==> config.mk <==
export PLATFORM = sky130hd
export DESIGN_NAME = seg_scan_ctrl_flat
export DESIGN_NICKNAME = d
export VERILOG_FILES = /design/src/rtl/seg_pkg.sv /design/src/rtl/seg_scan_ctrl_if.sv /design/src/rtl/hex7seg.sv /design/src/rtl/seg_scan_ctrl.sv /design/src/flat_wrapper.sv
export SDC_FILE = /design/constraint.sdc
export NUM_CORES = 1
export LEC_CHECK = 0
export ABC_AREA = 1
export ABC_CLOCK_PERIOD_IN_PS = 3200
export BUFFER_PORTS_ARGS = -buffer_cell sky130_fd_sc_hd__clkbuf_2
export CAP_MARGIN = 10
export CORE_ASPECT_RATIO = 1.5
export CORE_MARGIN = 1.5
export CORE_UTILIZATION = 55
export DETAILED_ROUTE_END_ITERATION = 16
export HOLD_SLACK_MARGIN = 0.05
export PLACE_DENSITY = 0.82
export SYNTH_ARGS = -nofsm -noshare
export SYNTH_HDL_FRONTEND = slang
export SYNTH_SLANG_ARGS = --single-unit
==> constraint.sdc <==
create_clock -name clk -period 3.2 [get_ports clk]
set_input_delay 0.32 -clock clk [delete_from_list [all_inputs] [get_ports clk]]
set_output_delay 0.32 -clock clk [all_outputs]
set_load 0.05 [all_outputs]
==> src/rtl/seg_pkg.sv <==
// seg_pkg: glyph table and scan states shared by the display blocks.
package seg_pkg;
    typedef enum logic [1:0] {IDLE, BLANK, SHOW} state_t;
    localparam logic [6:0] GLYPH [16] = '{
        7'h7E, 7'h30, 7'h6D, 7'h79, 7'h33, 7'h5B, 7'h5F, 7'h70,
        7'h7F, 7'h7B, 7'h77, 7'h1F, 7'h4E, 7'h3D, 7'h4F, 7'h47
    };
endpackage

==> src/rtl/seg_scan_ctrl_if.sv <==
// seg_scan_ctrl_if: valid/ready update channel carrying one display word.
interface seg_scan_ctrl_if #(parameter int DIGITS = 4);
    logic                  upd_valid;
    logic [4*DIGITS-1:0]   upd_data;
    logic                  upd_ready;
    modport master (output upd_valid, upd_data, input upd_ready);
    modport slave  (input upd_valid, upd_data, output upd_ready);
endinterface

==> src/rtl/hex7seg.sv <==
// hex7seg: nibble to active-low {a..g} segment pattern.
module hex7seg
    import seg_pkg::*;
(
    input  logic [3:0] nib,
    output logic [6:0] seg
);
    assign seg = ~GLYPH[nib];
endmodule

==> src/rtl/seg_scan_ctrl.sv <==
// seg_scan_ctrl: round-robin 7-segment scanner with blanking gaps and
// frame-aligned word updates.
module seg_scan_ctrl
    import seg_pkg::*;
#(
    parameter int DIGITS    = 4,
    parameter int SCAN_DIV  = 50000,
    parameter int BLANK_CYC = 16
) (
    input  logic              clk,
    input  logic              rst_n,
    input  logic              enable,
    input  logic              lz_en,
    seg_scan_ctrl_if.slave    upd,
    output logic [6:0]        seg,
    output logic [DIGITS-1:0] dig_n,
    output logic              frame_tick
);
    localparam int CW = $clog2(SCAN_DIV > BLANK_CYC ? SCAN_DIV : BLANK_CYC);
    localparam int IW = $clog2(DIGITS);

    state_t              state;
    logic [CW-1:0]       cnt;
    logic [IW-1:0]       idx;
    logic [4*DIGITS-1:0] active, shadow, word_nxt;
    logic                pending, commit, blank_end, show_end, lz_dark;
    logic [3:0]          nib;
    logic [6:0]          glyph_seg;

    assign upd.upd_ready = ~pending;
    assign blank_end = state == BLANK && cnt == CW'(BLANK_CYC - 1);
    assign show_end  = state == SHOW && cnt == CW'(SCAN_DIV - 1);
    assign commit    = pending && (state == IDLE || (enable && blank_end && idx == '0));
    // Digit glyph is latched on the commit edge itself, so look through to the new word
    assign word_nxt  = commit ? shadow : active;
    assign nib       = word_nxt[{idx, 2'b00} +: 4];
    assign lz_dark   = lz_en && idx != '0 && (word_nxt >> {idx, 2'b00}) == '0;

    hex7seg u_hex (.nib(nib), .seg(glyph_seg));

    always_ff @(posedge clk or negedge rst_n) begin
        if (!rst_n) begin
            state      <= IDLE;
            cnt        <= '0;
            idx        <= '0;
            active     <= '0;
            shadow     <= '0;
            pending    <= 1'b0;
            seg        <= 7'h7F;
            dig_n      <= '1;
            frame_tick <= 1'b0;
        end else begin
            frame_tick <= 1'b0;
            if (upd.upd_valid && !pending) begin
                shadow  <= upd.upd_data;
                pending <= 1'b1;
            end else if (commit) begin
                pending <= 1'b0;
            end
            if (commit)
                active <= shadow;
            if (!enable) begin
                state <= IDLE;
                idx   <= '0;
                cnt   <= '0;
                seg   <= 7'h7F;
                dig_n <= '1;
            end else begin
                case (state)
                    IDLE: begin
                        state <= BLANK;
                        idx   <= '0;
                        cnt   <= '0;
                    end
                    BLANK: begin
                        cnt <= blank_end ? '0 : cnt + 1'b1;
                        if (blank_end) begin
                            state      <= SHOW;
                            frame_tick <= idx == '0;
                            seg        <= lz_dark ? 7'h7F : glyph_seg;
                            dig_n      <= lz_dark ? '1 : ~(DIGITS'(1) << idx);
                        end
                    end
                    SHOW: begin
                        cnt <= show_end ? '0 : cnt + 1'b1;
                        if (show_end) begin
                            state <= BLANK;
                            idx   <= idx == IW'(DIGITS - 1) ? '0 : idx + 1'b1;
                            seg   <= 7'h7F;
                            dig_n <= '1;
                        end
                    end
                    default: state <= IDLE;
                endcase
            end
        end
    end
endmodule

==> src/flat_wrapper.sv <==
// flat-port wrapper written by rule: the top's interface ports become plain ports
module seg_scan_ctrl_flat import seg_pkg::*;
#(
    parameter int DIGITS    = 4,
    parameter int SCAN_DIV  = 50000,
    parameter int BLANK_CYC = 16
)
  (clk, rst_n, enable, lz_en, seg, dig_n, frame_tick, upd_upd_valid, upd_upd_data, upd_upd_ready);
  seg_scan_ctrl_if #(.DIGITS(DIGITS)) upd_i ();
  input  logic clk;
  input  logic rst_n;
  input  logic enable;
  input  logic lz_en;
  output logic [6:0] seg;
  output logic [DIGITS-1:0] dig_n;
  output logic frame_tick;
  input wire logic [$bits(upd_i.upd_valid)-1:0] upd_upd_valid;
  input wire logic [$bits(upd_i.upd_data)-1:0] upd_upd_data;
  output wire logic [$bits(upd_i.upd_ready)-1:0] upd_upd_ready;
  assign upd_i.upd_valid = upd_upd_valid;
  assign upd_i.upd_data = upd_upd_data;
  assign upd_upd_ready = upd_i.upd_ready;
  seg_scan_ctrl #(.DIGITS(DIGITS), .SCAN_DIV(SCAN_DIV), .BLANK_CYC(BLANK_CYC)) u_core (.clk(clk), .rst_n(rst_n), .enable(enable), .lz_en(lz_en), .upd(upd_i), .seg(seg), .dig_n(dig_n), .frame_tick(frame_tick));
endmodule
**Yosys cells after proc, flatten, opt, wreduce, memory -nomap -nowiden**

Memory sizes are Yosys's and may differ from the RTL's.
Cells that the tools add are included.

- Input bits: 21
- Memories: 1
- Register bits: 65
- Word-level logic and storage cells: 78
- Output and inout port bits: 13
- Bits in read-only memories: 112

Memories:

| name | depth | bits a word | rd ports | clocked after memory_dff | write ports | RTL line | source |
|---|---|---|---|---|---|---|---|
| (no name shown) | 16 | 7 | 1 | 0 | 0 | hex7seg.sv:8 | `assign seg = ~GLYPH[nib];` |

- Shift operators: 3
- Reduce and logical (&&, ||, !) cells: 18
- Add/subtract/negate cells: 2
- Mux-type cells: 30
- Bitwise logic cells: 4
- Equality and inequality tests: 10
- Order comparisons: 1

Operators with widths:

| kind | number |
|---|---|
| $mux W16 | 4 |
| $pmux W16 S3 | 1 |
| $mux W7 | 6 |
| $add A16 B1 Y16 const B | 1 |
| $eq A16 B16 Y1 const B | 1 |
| $eq A16 B4 Y1 const B | 1 |
| $logic_not A16 Y1 | 1 |
| $mux W4 | 4 |
| $shiftx A16 B5 Y4 | 1 |
| $shr A16 B4 Y16 | 1 |
| $pmux W7 S2 | 1 |
| $mux W2 | 6 |
| $logic_and A1 B1 Y1 | 8 |
| $pmux W4 S2 | 1 |
| $not A7 Y7 | 1 |
| $ne A3 B1 Y1 const B | 2 |
| $ne A3 B2 Y1 const B | 2 |
| $pmux W2 S3 | 1 |
| $ge A5 B5 Y1 const B | 1 |
| $mux W1 | 5 |
| $not A4 Y5 | 1 |
| $eq A2 B2 Y1 const B | 2 |
| $logic_not A2 Y1 | 2 |
| $ne A4 B1 Y1 const B | 1 |
| 11 further kinds | 13 |

**Depth between registers and ports, before layout**

Gate-level depths: netlist (run 1).

- Depth after elaboration: 17
- Mapped depth: 23

**By module**

From an unflattened synthesis (run 1), not the netlist that was laid out.

- Cells, all modules: 475
- Area total of the unflattened synthesis: 3742.3 um^2

By module, submodules not included:

| module | area an instance (um^2) | cells an instance | times used | seq. area each (um^2) |
|---|---|---|---|---|
| seg_scan_ctrl | 3462.1 | 425 | 1 | 1640.3 |
| hex7seg | 280.3 | 50 | 1 | 0.0 |

**Worst setup path after synthesis (run 1)**

No wires, ideal clock.

- Kind: flip-flop to flip-flop
- Start point: register u_core.idx[1]
- End point: register u_core.seg[0]
- Path slack: 305 ps
- Data arrival time: 2828 ps
- Period minus slack after synthesis: 2895 ps
- Buffers on the path: 2
- Cell stages (with the launch flop): 22
- Cells stage by stage: dfrtp_1 -> clkbuf_1 -> clkinv_1 -> ha_1 -> nand2_1 -> inv_1 -> nand3_2 -> nand2_4 -> nand2_4 -> buf_6 -> nand2_1 -> nand3_1 -> nand3_1 -> nand2_1 -> ha_1 -> and3b_1 -> nand4_1 -> nor2_1 -> nand2_2 -> nand2_4 -> nor2_1 -> nor2_1

- Word-level cells in the longest chain between the ends: 15
- Elaborated cells on any way between the ends: 20
- Classes of those cells: shift: 2; mux: 7; bitwise: 2; reduce/logical: 8; memory: 1

RTL lines:

| item | RTL line | source |
|---|---|---|
| from (decl) | seg_scan_ctrl.sv:24 | `logic [IW-1:0] idx;` |
| from (signal assigned) | seg_scan_ctrl.sv:88 | `idx <= idx == IW'(DIGITS - 1) ? '0 : idx + 1'b1;` |
| $logic_not A2 Y1 | seg_scan_ctrl.sv:33 | `assign commit = pending && (state == IDLE \|\| (enable && blank_end && idx == '0));` |
| $logic_and A1 B1 Y1 | seg_scan_ctrl.sv:33 |  |
| $logic_or A1 B1 Y1 | seg_scan_ctrl.sv:33 |  |
| $logic_and A1 B1 Y1 | seg_scan_ctrl.sv:33 |  |
| $mux W16 | seg_scan_ctrl.sv:35 | `assign word_nxt = commit ? shadow : active;` |
| $shiftx A16 B5 Y4 | seg_scan_ctrl.sv:36 | `assign nib = word_nxt[{idx, 2'b00} +: 4];` |
| $not A4 Y5 (implied by the code) | hex7seg.sv:8 |  |
| $mem_v2 Z16 W7 | n/a |  |
| $mux W7 (implied by the code) (2 in a row) | hex7seg.sv:8 |  |
| $not A7 Y7 | hex7seg.sv:8 |  |
| $mux W7 * | seg_scan_ctrl.sv:80 | `seg <= lz_dark ? 7'h7F : glyph_seg;` |
| $mux W7 * | seg_scan_ctrl.sv:77 | `if (blank_end) begin` |
| $pmux W7 S2 * | seg_scan_ctrl.sv:69 | `case (state)` |
| $mux W7 * | seg_scan_ctrl.sv:62 | `if (!enable) begin` |
| to (signal assigned) | seg_scan_ctrl.sv:80 |  |
| to (decl) | seg_scan_ctrl.sv:15 | `output logic [6:0] seg,` |

Every way passes the cells marked *; elsewhere a longest branch is shown, timed or not. The select of a mux whose other input is x is not followed.
A chain may end at the register's enable or synchronous reset.

**Worst setup path in the final report (run 1)**

- Start point: register u_core.state[1]
- End point: register u_core.seg[3]

- Word-level cells in the longest chain between the ends: 17
- Elaborated cells on any way between the ends: 27
- Classes of those cells: eq/ne: 5; shift: 2; mux: 7; bitwise: 2; reduce/logical: 10; memory: 1

RTL lines:

| item | RTL line | source |
|---|---|---|
| from (decl) | seg_scan_ctrl.sv:22 | `state_t state;` |
| from (signal assigned) | seg_scan_ctrl.sv:43 | `state <= IDLE;` |
| from (signal assigned) | seg_scan_ctrl.sv:63 | `state <= IDLE;` |
| from (signal assigned) | seg_scan_ctrl.sv:71 | `state <= BLANK;` |
| $eq A2 B1 Y1 | seg_scan_ctrl.sv:31, seg_scan_ctrl.sv:69 |  |
| $logic_and A1 B1 Y1 | seg_scan_ctrl.sv:31 | `assign blank_end = state == BLANK && cnt == CW'(BLANK_CYC - 1);` |
| $logic_and A1 B1 Y1 (2 in a row) | seg_scan_ctrl.sv:33 |  |
| $logic_or A1 B1 Y1 | seg_scan_ctrl.sv:33 |  |
| $logic_and A1 B1 Y1 | seg_scan_ctrl.sv:33 |  |
| $mux W16 | seg_scan_ctrl.sv:35 |  |
| $shiftx A16 B5 Y4 | seg_scan_ctrl.sv:36 |  |
| $not A4 Y5 (implied by the code) | hex7seg.sv:8 |  |
| $mem_v2 Z16 W7 | n/a |  |
| $mux W7 (implied by the code) (2 in a row) | hex7seg.sv:8 |  |
| $not A7 Y7 | hex7seg.sv:8 |  |
| $mux W7 | seg_scan_ctrl.sv:80 |  |
| $mux W7 | seg_scan_ctrl.sv:77 |  |
| $pmux W7 S2 | seg_scan_ctrl.sv:69 |  |
| $mux W7 | seg_scan_ctrl.sv:62 |  |

Several ways; a longest one is shown, not always the timed one. The select of a mux whose other input is x is not followed.

==> results of run 1 <==
## path summary, 6_finish.rpt
kind | startpoint | endpoint | slack, ps
max reg2reg | u_core.state[1] | u_core.seg[3] | 220
min in group asynchronous | rst_n | u_core.active[8] | 560
min | upd_upd_data[3] | u_core.shadow[3] | 210
max | u_core.state[1] | u_core.seg[3] | 220
min reg2reg | u_core.active[9] | u_core.active[9] | 500
max in group asynchronous | rst_n | u_core.dig_n[3] | 1920
## report_power, final
part	internal, mW	switching, mW	total, mW
registers	1.12	0.151	1.27
logic	0.782	1.43	2.21
clock network	0.272	0.285	0.558
total	2.18	1.87	4.04
## kinds of logic (layout without fill, tap and decap cells)
logic type | after synthesis | in the layout | share of synthesized area (%)
compound gates | 42 | 42 | 6.683
flops | 65 | 65 | 44.25
simple gates | 240 | 241 | 30.58
mux | 12 | 12 | 3.645
fa+ha+maj | 15 | 15 | 5.062
xor+xnor | 7 | 7 | 1.654
buf+inv | 73 | 126 | 8.133
## state kept, by name, summed over array words and instances, names as in the netlist
signal / flops
u_core.active: 16
u_core.cnt: 16
u_core.shadow: 16
u_core.seg: 7
u_core.dig_n: 4
u_core.idx: 2
u_core.state: 2
u_core.frame_tick: 1
u_core.pending: 1
## cells in the mapped netlist (5+ instances only)
library cell	count
dfstp_2	11
nand2_1	83
o21ai_0	14
a21oi_1	10
o22ai_1	7
inv_1	58
nand3_1	65
mux2_2	12
ha_1	15
nand2_2	9
or2_2	8
nor3_1	5
nor2_1	47
dfrtp_1	54
buf_2	7
xor2_1	6
nand3_2	6
## metal layers
layer,GRT usage (%),vias to the layer above,part of all wire (%)
li1,-,1580,-
met1,26.16,1530,40
met2,41.22,75,54
met3,4.961,25,3.2
met4,10.30,0,3.0
met5,0,-,0
## what timing repair did
action	CTS	global route
resized for setup	0	9
setup endpoints to repair	0	10
setup buffers	0	13
hold endpoints to repair	20	0
hold buffers	1	0
## per-stage QoR
stage | instance area, um2 | TNS, ps | hold slack (ps) | worst slack, ps | utilization [%]
after floorplan | 3707 | 0 | 24.41 | 305.1 | -
after global placement | 3945 | 0 | 395.4 | 254.6 | 60.82
after detailed placement | 3945 | 0 | 406.5 | 47.66 | 60.82
after CTS | 4099 | 0 | 202.9 | 48.67 | 63.19
after global routing | 4248 | -3.809 | 202.2 | -3.809 | 65.49
final | 4248 | 0 | 208.3 | 224.0 | 65.49
## final cells by class
cell class / count / share of cell area (%)
Sequential cell: 65 / 38.62
Clock inverter: 1 / 0.1178
Tap cell: 76 / 2.239
Inverter: 59 / 5.214
Timing Repair Buffer: 53 / 7.776
Multi-Input combinational cell: 317 / 42.77
Clock buffer: 13 / 3.270
==> impl_metrics.tcl, run 1 <==
set metrics [dict create \
    avgSynthCellArea_um2 8.166 \
    syn2layout_area_growth_pct 14.58 \
    grt_pass1_wl_um 13640 \
    grt_max_degree 40 \
    arrival_ps 3260 \
    finalHoldViolCount 0 \
    synth_edf_count 0 \
    gr-total-overflow 0 \
    r2r_cells 22 \
    irDropWorstVdd_uv 380.7 \
    power.density_nw_per_um2 952.1 \
    via_count 3210 \
    hold_depth 2 \
    portBuffers 33 \
    leakagePower_nw 2.088 \
    die_h_um 103.6 \
    slew_headroom_pct 50.35 \
    skew_ps 11.72 \
    clock_path_buffers 2 \
    netlist-cell-type-count 35 \
    cp_slowest_cell "dfrtp_1" \
    async_flop_share_pct 100.0 \
    crit_path_end_kind "flip-flop" \
    viasPerCell 5.497 \
    slew_viol_final 0 \
    drc_errors 0 \
    synth_top_area_share_pct 36.45 \
    grt_pass1_vias 3126 \
    num_rows 36 \
    clk_latency_ps 340 \
    critPathKind "flip-flop to flip-flop" \
    start_util_pct 57.16 \
    cts_buffers 9 \
    setup_viol 0 \
    num_antenna_cells 0 \
    path_depth 22 \
    core_area_um2 6486 \
    max_stage_delay_ps 400 \
    cts-root-buf "clkbuf_8" \
    ant_nets 0 \
    instances_no_fill 584 \
    syn_inst 454 \
    regArea_um2 1640 \
    total_power_mw 4.045 \
    ys_warn_count 0 \
    grt_use_total_pct 23.16 \
    h-tree-depth 3 \
    fin_crit_ps 2976 \
    finalWeightedCongestion 0.9001 \
    layout_common_cells "nand2_1 (80), nand3_1 (65), inv_1 (58)" \
    dp.cells 555 \
    cts_tree "done" \
    synth_seq_cells 65 \
    crit_top_cell "nand3_1" \
    mostFrequentLayoutCell "nand2_1" \
    hpwlAfterDp_um 5776 \
    path_max_fanout 8 \
    drive_gt1_share_pct 24.41 \
    n_fill_cell 533 \
    syn_area_um2 3707 \
    required_ps 3480 \
    wl_per_cell_um 13.93 \
    path_clk_slew_ps 70 \
    die_w_um 70.04 \
    ios 34 \
    syn_nets 490 \
    dr.pass1.iters 5 \
    start_kind "flip-flop" \
    max_freq_ghz 0.3360 \
    synthFlopType "dfrtp_1" \
    clock_sinks 65 \
    ys_seq_area_share_pct 44.25 \
    yosys-top-cells-area "dfrtp_1 (36%), nand3_1 (8.8%), nand2_1 (8.4%)" \
    drt-total-wl_um 8138 \
    antenna_found_initial 0 \
    min_period_over_period_pct 93.00 \
    min-delay-path-class "input pin to flip-flop" \
    critPathBufInv 4 \
    cpLargestDelayFamily "simple AND/OR/NAND/NOR gates" \
    worst_pin_slew_ps 743.0 \
    outcome "complete, no violations" \
    synth_top_cell_by_area "dfrtp_1" \
    multiInputGateArea_um2 1817 \
    drv_cap 0 \
    die_area_um2 7252 \
    drt-initial-drc-count 246 \
    crit_chain "inv_1, ha_2, inv_1, nor2_1, nand3_1, nor2_2, nand3_4, nand2_8, buf_4, nand3_1, nand3_1, nand2_1, nand2_1, nand2_2, inv_1, ha_1, nand3_1, nor2_1, nor2_2, nand3_1, nor2_1, nor2_1" \
    nets 541 \
]
Note: power is estimated with default switching activity, not from simulation.
==> run 2, diff against run 1 <==
- MAX_ROUTING_LAYER: default -> met4
- SETUP_SLACK_MARGIN: default -> 0.15
==> run 2 against run 1 <==
Against the previous run: clock power grew 26%; hold slack lost 75 ps; non-clock buffer count grew 3; final cell count grew 0.86%; sequential share of layout area shrank 1.2 points; clock-buffer cell count shrank 1; largest cell class unchanged; first-iteration DRC count grew 15%; register-to-register slack gained 20 ps; global-route usage grew 1.5 points; fmax grew 0.65%; total power grew 8.2%.
==> impl_metrics.tcl, run 2 (synthesized netlist as in run 1, its figures left out) <==
set metrics [dict create \
    outcome "complete, no violations" \
    mostFrequentLayoutCell "nand2_1" \
    holdBufCountCts 0 \
    drc_errors 0 \
    grt_pass1_vias 3269 \
    placed_cell_area_um2 3940 \
    required_ps 3490 \
    max_freq_ghz 0.3382 \
    seqPwrFrac_pct 29.6 \
    clock_sinks 65 \
    worst_pin_slew_ps 799.2 \
    final_area_um2 4389 \
    grt_pass1_wl_um 13970 \
    combPwrFrac_pct 54.3 \
    antenna_found_initial 0 \
    gr-total-overflow 0 \
    crit_path_end_kind "flip-flop" \
    ant_nets 0 \
    setup_viol 0 \
    start_kind "flip-flop" \
    internal_power_mw 2.362 \
    syn2layout_area_growth_pct 18.39 \
    slew_headroom_pct 46.72 \
    finalHoldViolCount 0 \
    p_clk_share_pct 16.0 \
    die_area_um2 7252 \
    regArea_um2 1640 \
    n_fill_cell 506 \
    viasPerCell 5.720 \
    arrival_ps 3240 \
    min_period_over_period_pct 92.40 \
    dr.pass1.iters 5 \
    drv_cap 0 \
    portBuffers 33 \
    min-delay-path-class "input pin to async pin" \
    core_area_um2 6486 \
    die_w_um 70.04 \
    cts-root-buf "clkbuf_8" \
    wl_per_cell_um 15.01 \
    cts_buffers 9 \
    drt-initial-drc-count 283 \
    final_util_pct 67.67 \
    clock_path_buffers 2 \
    irDropWorstVdd_uv 432.2 \
    multiInputGateArea_um2 1896 \
    num_rows 36 \
    skew_ps 7.108 \
    slew_viol_final 0 \
    via_count 3369 \
    h-tree-depth 3 \
    path_max_fanout 6 \
    cts_tree "done" \
    leakagePower_nw 2.153 \
    ios 34 \
    power.net_switching_mw 2.013 \
    post-place-ws_ps 115.0 \
    drive_gt1_share_pct 29.24 \
    grt_use_total_pct 24.61 \
    dp.cells 556 \
    critPathKind "flip-flop to flip-flop" \
    fin_crit_ps 2957 \
    grt_max_degree 66 \
    path_clk_slew_ps 70 \
    rsz0062_at_grt "true" \
    die_h_um 103.6 \
    drt-total-wl_um 8838 \
    tns_ps 0 \
    power.density_nw_per_um2 996.8 \
    netSwitchingFraction_pct 46.01 \
    hpwlAfterDp_um 5749 \
    num_antenna_cells 0 \
    finalWeightedCongestion 0.8758 \
    start_util_pct 57.16 \
    nets 545 \
    layout_common_cells "nand2_1 (70), nand3_1 (62), inv_1 (57)" \
    clk_latency_ps 350 \
    setup_slack_ps 243.3 \
    largest_registers "u_core.active x16, u_core.cnt x16, u_core.shadow x16" \
    instances_no_fill 589 \
]
[run 2: routing by layer]
layer	global-route usage, %	part of all wire, %
met1	26.09	37
met2	41.63	52
met3	6.809	4.6
met4	12.23	5.6
met5	-	0
[run 2: power by group through the flow]
stage	Clock (mW)	Combinational (mW)	Sequential, mW
floorplan	0	1.44	1.40
global placement	0	1.91	1.27
detailed placement	0	1.96	1.28
CTS	0.712	1.99	1.27
global route	0.746	2.63	1.33
finish	0.701	2.38	1.30
[run 2: timing repair]
action | 4_1_cts | 5_1_grt
buffers inserted | 0 | 16
setup endpoints to repair | 10 | 10
resized for setup | 2 | 28
pin swaps | 0 | 10
cloned | 0 | 2
[run 2: worst max-delay path: stages (launching register included)]
cell and delay (ps):
dfrtp_1 400, inv_2 70, ha_2 180, inv_1 70, nor2_1 90, nand3_1 80
nor2_2 180, nand3_4 130, nand2_8 140, buf_4 130, nand3_1 130, nand3_1 140
nand2_1 90, nand2_1 90, nand2_2 110, ha_4 180, and3b_1 170, nand4_1 80
nor2_1 50, nand2_2 120, nand3_1 100, o21ai_1 110, inv_1 50
[run 2: area by class of cell]
| cell class | count | share of cell area (%) |
|---|---|---|
| sequential | 65 | 37.37 |
| timing repair buffer | 56 | 7.782 |
| tap | 76 | 2.166 |
| clock inverter | 3 | 0.9122 |
| multi-input combinational | 318 | 43.19 |
| inverter | 59 | 5.046 |
| clock buffer | 12 | 3.535 |
[run 2: final timing paths]
check | startpoint | slack [ps] | to | cells after the start
setup / recovery | u_core.state[1] | 240 | u_core.dig_n[3] | 22
setup reg to reg | u_core.state[1] | 240 | u_core.dig_n[3] | 22
hold reg to reg | u_core.active[2] | 490 | u_core.active[2] | 2
max in group asynchronous | rst_n | 2540 | u_core.idx[1] | 2
hold / removal | rst_n | 130 | u_core.active[4] | 2
min in group clk | upd_upd_data[7] | 190 | u_core.shadow[7] | 2
[run 2: metrics by stage]
| stage | hold slack [ps] | power [mW] |
|---|---|---|
| 4_1_cts | 169.3 | 3.972 |
| 6_report | 133.7 | 4.375 |
| 2_1_floorplan | 24.41 | 2.840 |
| 3_5_place_dp | 458.2 | 3.241 |
| 5_1_grt | 190.5 | 4.704 |
| 3_3_place_gp | 459.2 | 3.182 |
